`src/rtl/ctrl_regfile.sv`:
```
// Result/error register files for the sample rate converter controller.
// Accumulates MAC products per slot and saturates finished sums into a valid/ready output stage.
module ctrl_regfile #(
   parameter int WIDTH = 3,
   parameter int DW    = 16,
   parameter int GW    = 4
) (
   input  logic                 clk,
   input  logic                 rst,
   input  logic                 en_init,
   input  logic                 en_load,
   input  logic                 out_smp,
   input  logic [WIDTH-1:0]     ares,
   input  logic [WIDTH-1:0]     aerr,
   input  logic [DW+GW-1:0]     mac_in,
   input  logic [DW-1:0]        err_in,
   output logic [DW+GW-1:0]     res_rdata,
   output logic [DW-1:0]        err_rdata,
   output logic [DW-1:0]        out_data,
   output logic                 out_valid,
   input  logic                 out_ready,
   output logic                 ovf
);

   localparam int ACC_W = DW + GW;
   localparam int DEPTH = 2 ** WIDTH;

   typedef enum logic [1:0] {
      MODE_IDLE    = 2'b00,
      MODE_LOAD    = 2'b01,
      MODE_INIT    = 2'b10,
      MODE_ILLEGAL = 2'b11
   } mode_e;

   mode_e            mode;
   logic [ACC_W-1:0] res_mem [DEPTH];
   logic [DW-1:0]    err_mem [DEPTH];
   logic [ACC_W-1:0] sum;
   logic [DW-1:0]    sum_sat;
   logic             out_evt;
   logic             hold_free;

   assign mode      = mode_e'({en_init, en_load});
   assign sum       = res_mem[ares] + mac_in;
   assign out_evt   = (mode == MODE_LOAD) && out_smp;
   assign hold_free = !out_valid || out_ready;

   // In range exactly when every bit above the DW-1 sign bit matches it.
   // NOTE: sum_sat is assigned on every path so no latch is inferred.
   always_comb begin
      sum_sat = sum[DW-1:0];
      if (!(&sum[ACC_W-1:DW-1]) && (|sum[ACC_W-1:DW-1]))
         sum_sat = sum[ACC_W-1] ? {1'b1, {(DW-1){1'b0}}} : {1'b0, {(DW-1){1'b1}}};
   end

   // NOTE: state uses non-blocking assignments so every read sees pre-edge values.
   always_ff @(posedge clk) begin
      if (rst) begin
         // NOTE: both files are cleared on reset because partial sums must restart from 0.
         for (int i = 0; i < DEPTH; i++) begin
            res_mem[i] <= '0;
            err_mem[i] <= '0;
         end
         res_rdata <= '0;
         err_rdata <= '0;
         out_data  <= '0;
         out_valid <= 1'b0;
         ovf       <= 1'b0;
      end else begin
         res_rdata <= res_mem[ares];
         err_rdata <= err_mem[aerr];

         case (mode)
            MODE_INIT: begin
               res_mem[ares] <= '0;
               err_mem[aerr] <= err_in;
            end
            MODE_LOAD: begin
               res_mem[ares] <= out_smp ? '0 : sum;
               err_mem[aerr] <= err_in;
            end
            default: ;
         endcase

         if (out_evt && hold_free) begin
            out_data  <= sum_sat;
            out_valid <= 1'b1;
         end else if (out_valid && out_ready) begin
            out_valid <= 1'b0;
         end

         if (out_evt && !hold_free)
            ovf <= 1'b1;
      end
   end

endmodule
```
`config.mk`:
```
export PLATFORM = sky130hd
export DESIGN_NAME = ctrl_regfile
export DESIGN_NICKNAME = d
export VERILOG_FILES = /design/src/rtl/ctrl_regfile.sv
export SDC_FILE = /design/constraint.sdc
export NUM_CORES = 1
export LEC_CHECK = 0
export ABC_AREA = 1
export BUFFER_PORTS_ARGS = -buffer_cell sky130_fd_sc_hd__buf_2
export CAP_MARGIN = 5
export CORE_MARGIN = 5
export CORE_UTILIZATION = 50
export DETAILED_ROUTE_END_ITERATION = 7
export HOLD_SLACK_MARGIN = 0.1
export PLACE_DENSITY = 0.68
export SLEW_MARGIN = 10
export SYNTH_ARGS = -nofsm -noshare
export SYNTH_HDL_FRONTEND = slang
export SYNTH_SLANG_ARGS = --single-unit
```
`constraint.sdc`:
```
create_clock -name clk -period 8.55 [get_ports clk]
set_input_delay 2.1375 -clock clk [delete_from_list [all_inputs] [get_ports clk]]
set_output_delay 2.1375 -clock clk [all_outputs]
set_load 0.01 [all_outputs]
```
; ---- Word level (Yosys, flattened, before mapping)
; Memories as Yosys holds them, arrays and structs flattened. A register that Yosys moved wholly into a read port is not among the register bits.
; Index checks and enable logic that the tools add are counted.
[totals]
ff_bits = 38
ram_bits = 288
input_bits = 48
out_inout_bits = 54
elab_cells = 46
n_memories = 2
[memory_table]
columns = memory, depth, width, read_ports, rd_ports_with_merged_regs, write_ports, line
row1 = res_mem, 8, 20, 1, 0, 8, 36  ; logic [ACC_W-1:0] res_mem [DEPTH];
row2 = err_mem, 8, 16, 1, 1, 8, 37  ; logic [DW-1:0] err_mem [DEPTH];
[op_classes]
n_addsub = 1
n_eq_ne = 2
muxes = 21
bitwise = 2
reduce_logical = 14
[ops]
columns = cell, n
row1 = $mux W16, 4
row2 = $mux W20, 3
row3 = $add A20 B20 Y20, 1
row4 = $reduce_or A20 Y1, 1
row5 = $reduce_or A16 Y1, 1
row6 = $mux W1, 12
row7 = $mux W3, 2
row8 = $logic_and A1 B1 Y1, 5
row9 = $reduce_and A5 Y1, 1
row10 = $reduce_or A5 Y1, 1
row11 = $logic_not A1 Y1, 3
row12 = $eq A2 B1 Y1 const B, 1
row13 = $eq A2 B2 Y1 const B, 1
row14 = $or A1 B1 Y1, 2
row15 = $reduce_bool A2 Y1, 1
row16 = $logic_or A1 B1 Y1, 1

; ---- Depth between registers and ports, before layout
; Gate-level depths: netlist of run 1.
[depth]
word_depth = 7
ltp_mapped = 25
ltp_nobuf = 22

; ---- Least setup slack after synthesis of run 1
; OpenSTA, ideal clock, no wires.
[synth_path]
path_kind = in2reg
start = in ares[0]
end = reg out_data[10]
setup_ns = 0.122
t_arrival_ns = 4.892
t_required_ns = 8.428
path_slack_ns = 3.536
cell_stages = 22
path_buffers = 3
cell_sequence = buf_4 > nand3_1 > inv_1 > clkbuf_1 > a22o_1 > a221oi_1 > nand4_1 > ha_1 > fa_1 > nand2_1 > nand2_1 > nand3_2 > nand2_2 > nand2_2 > nand2_1 > nand2_1 > nand2_2 > nor2_2 > nand3_2 > a21oi_4 > buf_12 > a21oi_2
[synth_via]
elab_chain_len = 6
elab_cells_between_ends = 8
cone_classes = add/sub (1) / mux (2) / reduce/logical (4) / memory (1)
[synth_rtl]
columns = item, line
row1 = from (decl), 13  ; input logic [WIDTH-1:0] ares,
row2 = $mem_v2 Z8 W20 (*), n/a
row3 = $add A20 B20 Y20 (*), 44  ; assign sum = res_mem[ares] + mac_in;
row4 = $reduce_and A5 Y1, 52  ; if (!(&sum[ACC_W-1:DW-1]) && (|sum[ACC_W-1:DW-1]))
row5 = $logic_not A1 Y1, 52
row6 = $logic_and A1 B1 Y1, 52
row7 = $mux W16 (*), 52
row8 = to (signal assigned), 86  ; out_data <= sum_sat;
row9 = to (decl), 19  ; output logic [DW-1:0] out_data,
; Every way passes the cells marked *; elsewhere a longest branch is shown, timed or not.
; A chain may end at the register's enable or synchronous reset.

; ---- Worst setup path after layout of run 1
[layout_path]
start = in ares[0]
end = reg out_data[3]
; Same word-level chain as after synthesis.

==> results.toml, run 1 <==
[run_status]
status = "completed"

[critical_path]
slowest_delay_ns = 0.88
cp-start-kind = "input pin"
crit_cells = 19
rrSetupSlack_ns = 4.78
crit_top_cell = "nand2_1"
rr_endpoint = "out_data[3]$_SDFFE_PP0P_"
rr_startpoint = "res_mem[6][10]$_SDFFCE_PN0P_"
critPathKind = "in2reg"
arrival_ns = 6.29
crit_path_max_fanout = 19
crit_chain = "buf_2 > inv_1 > nand3_1 > clkinv_1 > a221oi_1 > nand2_1 > ha_1 > nand2_2 > inv_1 > nand2_1 > nand2_1 > a21oi_1 > nand2_1 > nand2_1 > nand2_1 > nor2_2 > nand3_2 > a21oi_4 > a21oi_1"
worst-path-buf-inv = 4
cp-end-kind = "register"
r2r_cells = 15
crit_family = "compound AO/OA/AOI/OAI gates"
worstPathRequired_ns = 8.93
cp_slowest_cell = "a221oi_1"

[yosys]
synthFlopType = "edfxtp_1"
syn_inst = 1432
yosysTopAreaCellShare = 0.574
synthesis.area_um2 = 15100
yosysTopAreaCell = "edfxtp_1"
async_reset_ff_frac = 0
syn-num-nets = 1500
ys_types = 40
avgSynthCellArea_um2 = 10.5
synth.ff_latch_count = 342
ys.warnings.count = 0
synth_area_leaders = "edfxtp_1 (57%), nor2_1 (8.9%), dfxtp_1 (7.2%)"
synth_edf_count = 288
ys_seq_area_frac = 0.646

[placement]
place_area_um2 = 15900
gp_congestion = 0.942
port_buffers = 101
placed_cells = 1862
dp_hpwl_mm = 27.9

[pwr]
power.total_mw = 3.91
p_per_area_nw_per_um2 = 229
switching_share = 0.251
power_frac_seq = 0.491
clkPwrFrac = 0.402
leakage_nw = 6.59
pwr-share-comb = 0.107
peakVddDrop_v = 0.000163
p_switching_mw = 0.981
p_int_mw = 2.93

[cells_and_area]
register_area_um2 = 9730
drive_above_1_share = 0.135
layout.nets = 1579
area_growth_pct = 13.2
fillers = 2548
multi_input_area_um2 = 4690
final_cells = 1928
final_cell_mix = "nor2_1 (357), edfxtp_1 (288), nand2_1 (207), buf_2 (101), inv_1 (85)"
finalInstanceArea_um2 = 17000
antenna_cells = 0
layout_commonest_cell = "nor2_1"

[sta]
worst_slew_pin_slew_ns = 1.04
slew_headroom = 0.303
maxSlewViolCount = 0
period_share = 0.691
fin_crit_ns = 5.91
max_freq_mhz = 169
hold_viol_final = 0
skew_ns = 0.0169
setup_viol = 0
grt_setup_unrepaired = "false"
tns_ns = 0

[global_routing]
grt_pass1_wl_mm = 63.5
met3_usage = 0.0447
gr-total-overflow = 0
grt_pass1_vias = 10738
antenna_found_initial = 0
grtUsageMet1 = 0.321
grt_max_degree = 66
grt-busiest-layer = "met2"
met2_usage = 0.409
grt.total_usage = 0.248

[route]
vias = 11106
wl_mm = 42.8
ant_nets = 0
drt_first_iter_violations = 1101
drt-pass1-iter-count = 5
wl_per_cell_um = 22.2
via_per_inst = 5.76
drc = 0

[floorplan]
die_h_um = 184
chipWidth_um = 184
die_area_um2 = 33700
initial_core_util = 0.507
pin_count = 102
rows = 63
fp.coreArea_um2 = 29700

[hold_path]
min_path_cells = 2
whs_endpoint = "ovf$_SDFFE_PP0P_"
hold_path.class = "reg2reg"
min_from = "ovf$_SDFFE_PP0P_"

[cts]
cts_setup_buffers = 0
cts_root_buf = "clkbuf_16"
numCtsBuffers = 37
clk_pin_slew_ns = 0.06
cts_hold_buf = 0
clkSinkCount = 342
cts_resized = 0
clk_latency_ns = 0.53
cts_tree = "done"
h-tree-depth = 2
cts_buffer_depth = 3

[flow_run]
maxCapViolations = 0
layer usage:
| metal | share of wire | vias up |
|---|---|---|
| met2 | 0.48 | 524 |
| met1 | 0.38 | 5384 |
| met5 | 0 | - |
| met4 | 0.049 | 0 |
| li1 | - | 5102 |
| met3 | 0.085 | 96 |
Yosys cell counts (10+ instances only):
cell        n
nor2_1    357
edfxtp_1  288
nand2_1   207
inv_1      85
o21ai_0    84
clkbuf_1   64
dfxtp_1    54
o21a_1     49
a21oi_1    29
a22o_1     28
nand3_1    28
a221oi_1   19
ha_1       19
a41oi_1    16
nand4_1    15
a22oi_1    11
a21oi_2    10
per-stage QoR:
stage,setup WS [ns],hold slack [ns],util
floorplan,3.54,0.505,-
global placement,2.30,0.495,0.534
detailed placement,2.19,0.498,0.534
CTS,2.73,0.524,0.574
global route,2.30,0.557,0.574
finish,2.64,0.513,0.574
sequential cells by signal (all words and copies together), names as in the netlist:
name,flops
ovf,1
out_data,16
res_rdata,20
err_rdata,16
err_mem,128
res_mem,160
out_valid,1
how the worst max path moves through the flow:
stage                     slack (ns)                        end     from
after floorplan                 3.54  out_data[10]$_SDFFE_PP0P_  ares[0]
after global placement          2.30   out_data[1]$_SDFFE_PP0P_  ares[0]
after detailed placement        2.19   out_data[4]$_SDFFE_PP0P_  ares[0]
after CTS                       2.73   out_data[3]$_SDFFE_PP0P_  ares[0]
after global routing            2.30   out_data[2]$_SDFFE_PP0P_  ares[0]
final                           2.64   out_data[3]$_SDFFE_PP0P_  ares[0]
power groups by stage:
| stage | combinational, mW | sequential (mW) | clock, mW |
|---|---|---|---|
| after global routing | 0.453 | 1.93 | 1.66 |
| after detailed placement | 0.414 | 1.96 | 0 |
| after floorplan | 0.264 | 1.95 | 0 |
| final | 0.418 | 1.92 | 1.57 |
| after global placement | 0.414 | 1.95 | 0 |
| after CTS | 0.415 | 1.92 | 1.59 |
tightest hold or removal path, stage by stage (launching register included):
cell	delay, ns
dfxtp_1	0.35
a31oi_1	0.05
nor2_1	0.08
cells by family (layout without fill, tap and decap cells):
family	count (synthesis)	after routing	share of synthesized area
AOI/OAI and AO/OA	251	251	0.113
adders and majority gates	20	20	0.0171
DFF	342	342	0.646
xor gates and xnor gates	15	15	0.00923
and+or+nand+nor	640	640	0.171
buffers and inverters	164	270	0.0434
final cells by class:
type / count / share of cell area
Sequential cell: 342 / 0.571
Multi-Input combinational cell: 926 / 0.275
Clock buffer: 45 / 0.0578
Timing Repair Buffer: 116 / 0.0363
Tap cell: 390 / 0.0286
Inverter: 88 / 0.0194
Clock inverter: 21 / 0.0120
No activity file was read; power rests on OpenSTA's default activity.
==> run 2: changes to the inputs <==
- clock period: 8.55 -> 5.78 ns (I/O delays scaled with it)
==> results.toml, run 2 (synthesis results as in run 1) <==
[run_status]
status = "completed"

[cts]
clkSinkCount = 342
cts_hold_buf = 0
cts_buffer_depth = 3
cts_resized = 0
cts_setup_buffers = 0
clk_pin_slew_ns = 0.06
cts_root_buf = "clkbuf_16"
cts_tree = "done"
numCtsBuffers = 37
h-tree-depth = 2
clk_latency_ns = 0.54

[floorplan]
die_area_um2 = 33700
initial_core_util = 0.507
rows = 63
chipWidth_um = 184
fp.coreArea_um2 = 29700
die_h_um = 184
pin_count = 102

[placement]
post-place-ws_ns = 0.437
place_area_um2 = 16000
dp_hpwl_mm = 27.0
gp_congestion = 0.919
port_buffers = 101

[cells_and_area]
antenna_cells = 0
area_growth_pct = 14.1
layout.nets = 1599
fillers = 2561
largest_reg_flops = 160
final_cell_mix = "nor2_1 (357), edfxtp_1 (288), nand2_1 (207), buf_2 (101), inv_1 (85)"
drive_above_1_share = 0.140
top_regs = "res_mem x160, err_mem x128, res_rdata x20"
finalInstanceArea_um2 = 17200
largest-register = "res_mem"
layout_commonest_cell = "nor2_1"

[critical_path]
rr_endpoint = "out_data[4]$_SDFFE_PP0P_"
crit_cells = 18
r2r_cells = 14
worstPathRequired_ns = 6.16
cp_slowest_cell = "a221oi_1"
cp-start-kind = "input pin"
crit_chain = "buf_2 > inv_1 > nand3_1 > inv_1 > a22o_1 > a221oi_1 > nand2_1 > ha_1 > a21oi_1 > nand2_1 > a21oi_1 > nand2_1 > nand2_1 > nand2_2 > nor2_2 > nand3_2 > a21oi_4 > a21oi_1"
cp-end-kind = "register"
critPathKind = "in2reg"
slowest_delay_ns = 0.47
crit_start = "ares[1]"
crit_top_cell = "nand2_1"
rrSetupSlack_ns = 2.35
crit_path_end = "out_data[4]$_SDFFE_PP0P_"
worst-path-buf-inv = 3
crit_family = "compound AO/OA/AOI/OAI gates"
arrival_ns = 5.21
rr_startpoint = "res_mem[5][15]$_SDFFCE_PN0P_"
crit_path_max_fanout = 20

[hold_path]
hold_path.class = "reg2reg"

[pwr]
p_per_area_nw_per_um2 = 335
peakVddDrop_v = 0.000228
leakage_nw = 6.65
power.total_mw = 5.75

[flow_run]
maxCapViolations = 0

[sta]
slew_headroom = 0.273
grt_setup_unrepaired = "false"
fin_ws_ns = 0.949
period_share = 0.836
maxSlewViolCount = 0
tns_ns = 0
hold_viol_final = 0
fin_crit_ns = 4.83
skew_ns = 0.0188
worst_slew_pin_slew_ns = 1.09
max_freq_mhz = 207
setup_viol = 0

[route]
wl_mm = 42.3
drt_first_iter_violations = 1233
ant_nets = 0
wl_per_cell_um = 21.7
via_per_inst = 5.74
drc = 0
drt-pass1-iter-count = 6
vias = 11195

[global_routing]
grt-busiest-layer = "met2"
grt_pass1_wl_mm = 64.8
grt_max_degree = 69
met2_usage = 0.433
met3_usage = 0.0356
grt_pass1_vias = 11176
grtUsageMet1 = 0.328
grt.total_usage = 0.249
gr-total-overflow = 0
antenna_found_initial = 0
==> run 2: cell types whose count changed in the layout (fill, tap and decap cells not counted), sizes merged <==
cell	change
buf	+20
clkbuf	+11
clkinv	-8
bufinv	-1
clkinvlp	-1
==> run 2: power breakdown <==
group / internal (mW) / switching [mW] / leakage (nW)
Sequential: 2.80 / 0.0369 / 3.33
Combinational: 0.178 / 0.443 / 2.76
Clock: 1.33 / 0.964 / 0.557
Total: 4.31 / 1.44 / 6.65
==> run 2: tightest hold or removal path, delay by kind of cell, from the launching register on <==
family	cells	cell delay [ns]
flops	1	0.36
simple gates	1	0.08
compound gates	1	0.05
==> run 2: per-stage QoR <==
step | hold slack [ns] | instances | utilization
6_report | 0.528 | 1949 | 0.578
2_1_floorplan | 0.505 | 1432 | -
3_5_place_dp | 0.522 | 1882 | 0.539
4_1_cts | 0.535 | 1949 | 0.578
3_3_place_gp | 0.493 | 1882 | 0.539
5_1_grt | 0.572 | 1949 | 0.578
==> run 2: worst min-delay path by stage <==
stage | startpoint | depth (start not counted) | slack [ns] | endpoint
finish | ovf$_SDFFE_PP0P_ | 2 | 0.53 | ovf$_SDFFE_PP0P_
global route | err_mem[3][13]$_SDFFCE_PN0P_ | 2 | 0.57 | err_rdata[13]$_SDFF_PP0_
CTS | ovf$_SDFFE_PP0P_ | 2 | 0.54 | ovf$_SDFFE_PP0P_
detailed placement | ovf$_SDFFE_PP0P_ | 2 | 0.52 | ovf$_SDFFE_PP0P_
global placement | ovf$_SDFFE_PP0P_ | 2 | 0.49 | ovf$_SDFFE_PP0P_
floorplan | ovf$_SDFFE_PP0P_ | 2 | 0.50 | ovf$_SDFFE_PP0P_
==> run 2: final cells by class <==
type	instances	area [µm²]	share of cell area
repair buffers	136	768	0.0447
inverters	88	330	0.0192
well taps	390	488	0.0284
flip-flops and latches	342	9730	0.567
clock buffers	56	1030	0.0599
clock inverters	11	134	0.00780
multi-input cells	926	4690	0.273
==> run 2: per-layer routing <==
layer / up-vias / routed length [µm]
met1: 5509 / 16800
li1: 5138 / -
met2: 476 / 21400
met3: 72 / 3150
met5: - / 0
met4: 0 / 920
==> run 3: changes to the inputs <==
- clock period: 5.78 -> 4.45 ns (I/O delays scaled with it)
==> results.toml, run 3 (synthesis results as in run 1) <==
[run_status]
status = "completed"

[floorplan]
initial_core_util = 0.507
fp.coreArea_um2 = 29700
die_area_um2 = 33700
chipWidth_um = 184
die_h_um = 184
pin_count = 102
rows = 63

[placement]
dp_hpwl_mm = 27.5
port_buffers = 101
post-place-ws_ns = -0.201
gp_congestion = 0.934
place_area_um2 = 16700

[sta]
setup_viol = 0
grt_setup_unrepaired = "false"
worst_slew_pin_slew_ns = 1.16
max_freq_mhz = 246
tns_ns = 0
fin_crit_ns = 4.06
period_share = 0.912
slew_headroom = 0.222
fin_ws_ns = 0.390
skew_ns = 0.0224
maxSlewViolCount = 0
hold_viol_final = 0

[critical_path]
cp-start-kind = "input pin"
cp_slowest_cell = "ha_1"
worstPathRequired_ns = 4.84
arrival_ns = 4.45
crit_chain = "buf_2 > inv_1 > nand3_1 > inv_1 > buf_4 > buf_4 > a22o_1 > inv_1 > nand4_1 > ha_1 > a21oi_1 > nand2_1 > inv_1 > nand2_1 > nand2_1 > nand3_2 > xnor2_1 > nand2_2 > nand2_1 > a21oi_2"
crit_path_max_fanout = 15
critPathKind = "in2reg"
cp-end-kind = "register"
slowest_delay_ns = 0.40

[cts]
cts_hold_buf = 0
clk_latency_ns = 0.53
cts_resized = 0
clk_pin_slew_ns = 0.06
cts_setup_buffers = 0
clkSinkCount = 342
cts_buffer_depth = 3
numCtsBuffers = 37
h-tree-depth = 2
cts_root_buf = "clkbuf_16"
cts_tree = "done"

[global_routing]
grt_pass1_wl_mm = 64.4
grt_max_degree = 65
gr-total-overflow = 0
grt_pass1_vias = 11502
antenna_found_initial = 0
grt.total_usage = 0.246

[cells_and_area]
area_growth_pct = 18.7
antenna_cells = 0
layout_commonest_cell = "nor2_1"
final_cell_mix = "nor2_1 (357), edfxtp_1 (288), nand2_1 (207), buf_4 (108), buf_2 (101)"
finalInstanceArea_um2 = 17900
final_core_util = 0.601
top_regs = "res_mem x160, err_mem x128, res_rdata x20"
largest_reg_flops = 160
largest-register = "res_mem"
drive_above_1_share = 0.186
layout.nets = 1680

[flow_run]
maxCapViolations = 0

[route]
drt_first_iter_violations = 1115
vias = 11440
via_per_inst = 5.64
ant_nets = 0
wl_per_cell_um = 20.5
wl_mm = 41.6
drt-pass1-iter-count = 5
drc = 0

[pwr]
pwr-share-comb = 0.122
peakVddDrop_v = 0.000255
power_frac_seq = 0.489
p_per_area_nw_per_um2 = 422
p_int_mw = 5.66
switching_share = 0.249
p_switching_mw = 1.88
clkPwrFrac = 0.390
leakage_nw = 7.08

[hold_path]
hold_path.class = "reg2reg"
## run 3: changes by cell type in the layout (fill, tap and decap cells not counted), sizes merged
cell | previous run | this run
clkbuf | 56 | 50
inv | 87 | 89
clkinvlp | 1 | 4
buf | 136 | 217
clkinv | 9 | 10
## run 3: power by group through the flow
stage | Combinational, mW | Clock (mW) | Sequential [mW]
after floorplan | 0.508 | 0 | 3.76
after global placement | 0.902 | 0 | 3.75
after detailed placement | 0.910 | 0 | 3.75
after CTS | 0.915 | 2.97 | 3.69
after global routing | 1.01 | 3.11 | 3.70
final | 0.918 | 2.94 | 3.69
## run 3: critical path: cells and delay by family
| kind | cells | cell delay, ns |
|---|---|---|
| buffers and inverters | 7 | 1.04 |
| AOI/OAI and AO/OA | 3 | 0.52 |
| xor gates and xnor gates | 1 | 0.29 |
| adders and majority gates | 1 | 0.40 |
| and+or+nand+nor | 8 | 1.06 |
## run 3: final cells by class
cell class	instances	area, µm²
clock inverter	17	155
timing repair buffer	217	1480
inverter	88	330
clock buffer	50	995
sequential	342	9730
multi-input combinational	926	4700
fill	2455	11800
tap	390	488
## run 3: final timing paths
path | from | to | slack [ns] | cells after the start
max reg2reg | res_mem[7][5]$_SDFFCE_PN0P_ | out_data[14]$_SDFFE_PP0P_ | 1.31 | 16
max | ares[2] | out_data[14]$_SDFFE_PP0P_ | 0.39 | 20
min | ovf$_SDFFE_PP0P_ | ovf$_SDFFE_PP0P_ | 0.50 | 2
min reg2reg | ovf$_SDFFE_PP0P_ | ovf$_SDFFE_PP0P_ | 0.50 | 2
## run 3: metrics by stage
| step | hold slack (ns) | power [mW] | std cells |
|---|---|---|---|
| 2_1_floorplan | 0.505 | 4.26 | 1432 |
| 3_3_place_gp | 0.493 | 4.65 | 1963 |
| 3_5_place_dp | 0.489 | 4.66 | 1963 |
| 4_1_cts | 0.503 | 7.57 | 2030 |
| 5_1_grt | 0.567 | 7.82 | 2030 |
| 6_report | 0.503 | 7.54 | 2030 |
## run 3: layer usage
layer / vias up / wire length (µm) / global-route usage
li1: 5305 / - / -
met1: 5520 / 16100 / 0.312
met2: 525 / 20900 / 0.436
met3: 90 / 3390 / 0.0362
met4: 0 / 1200 / 0.0775
met5: - / 0 / 0
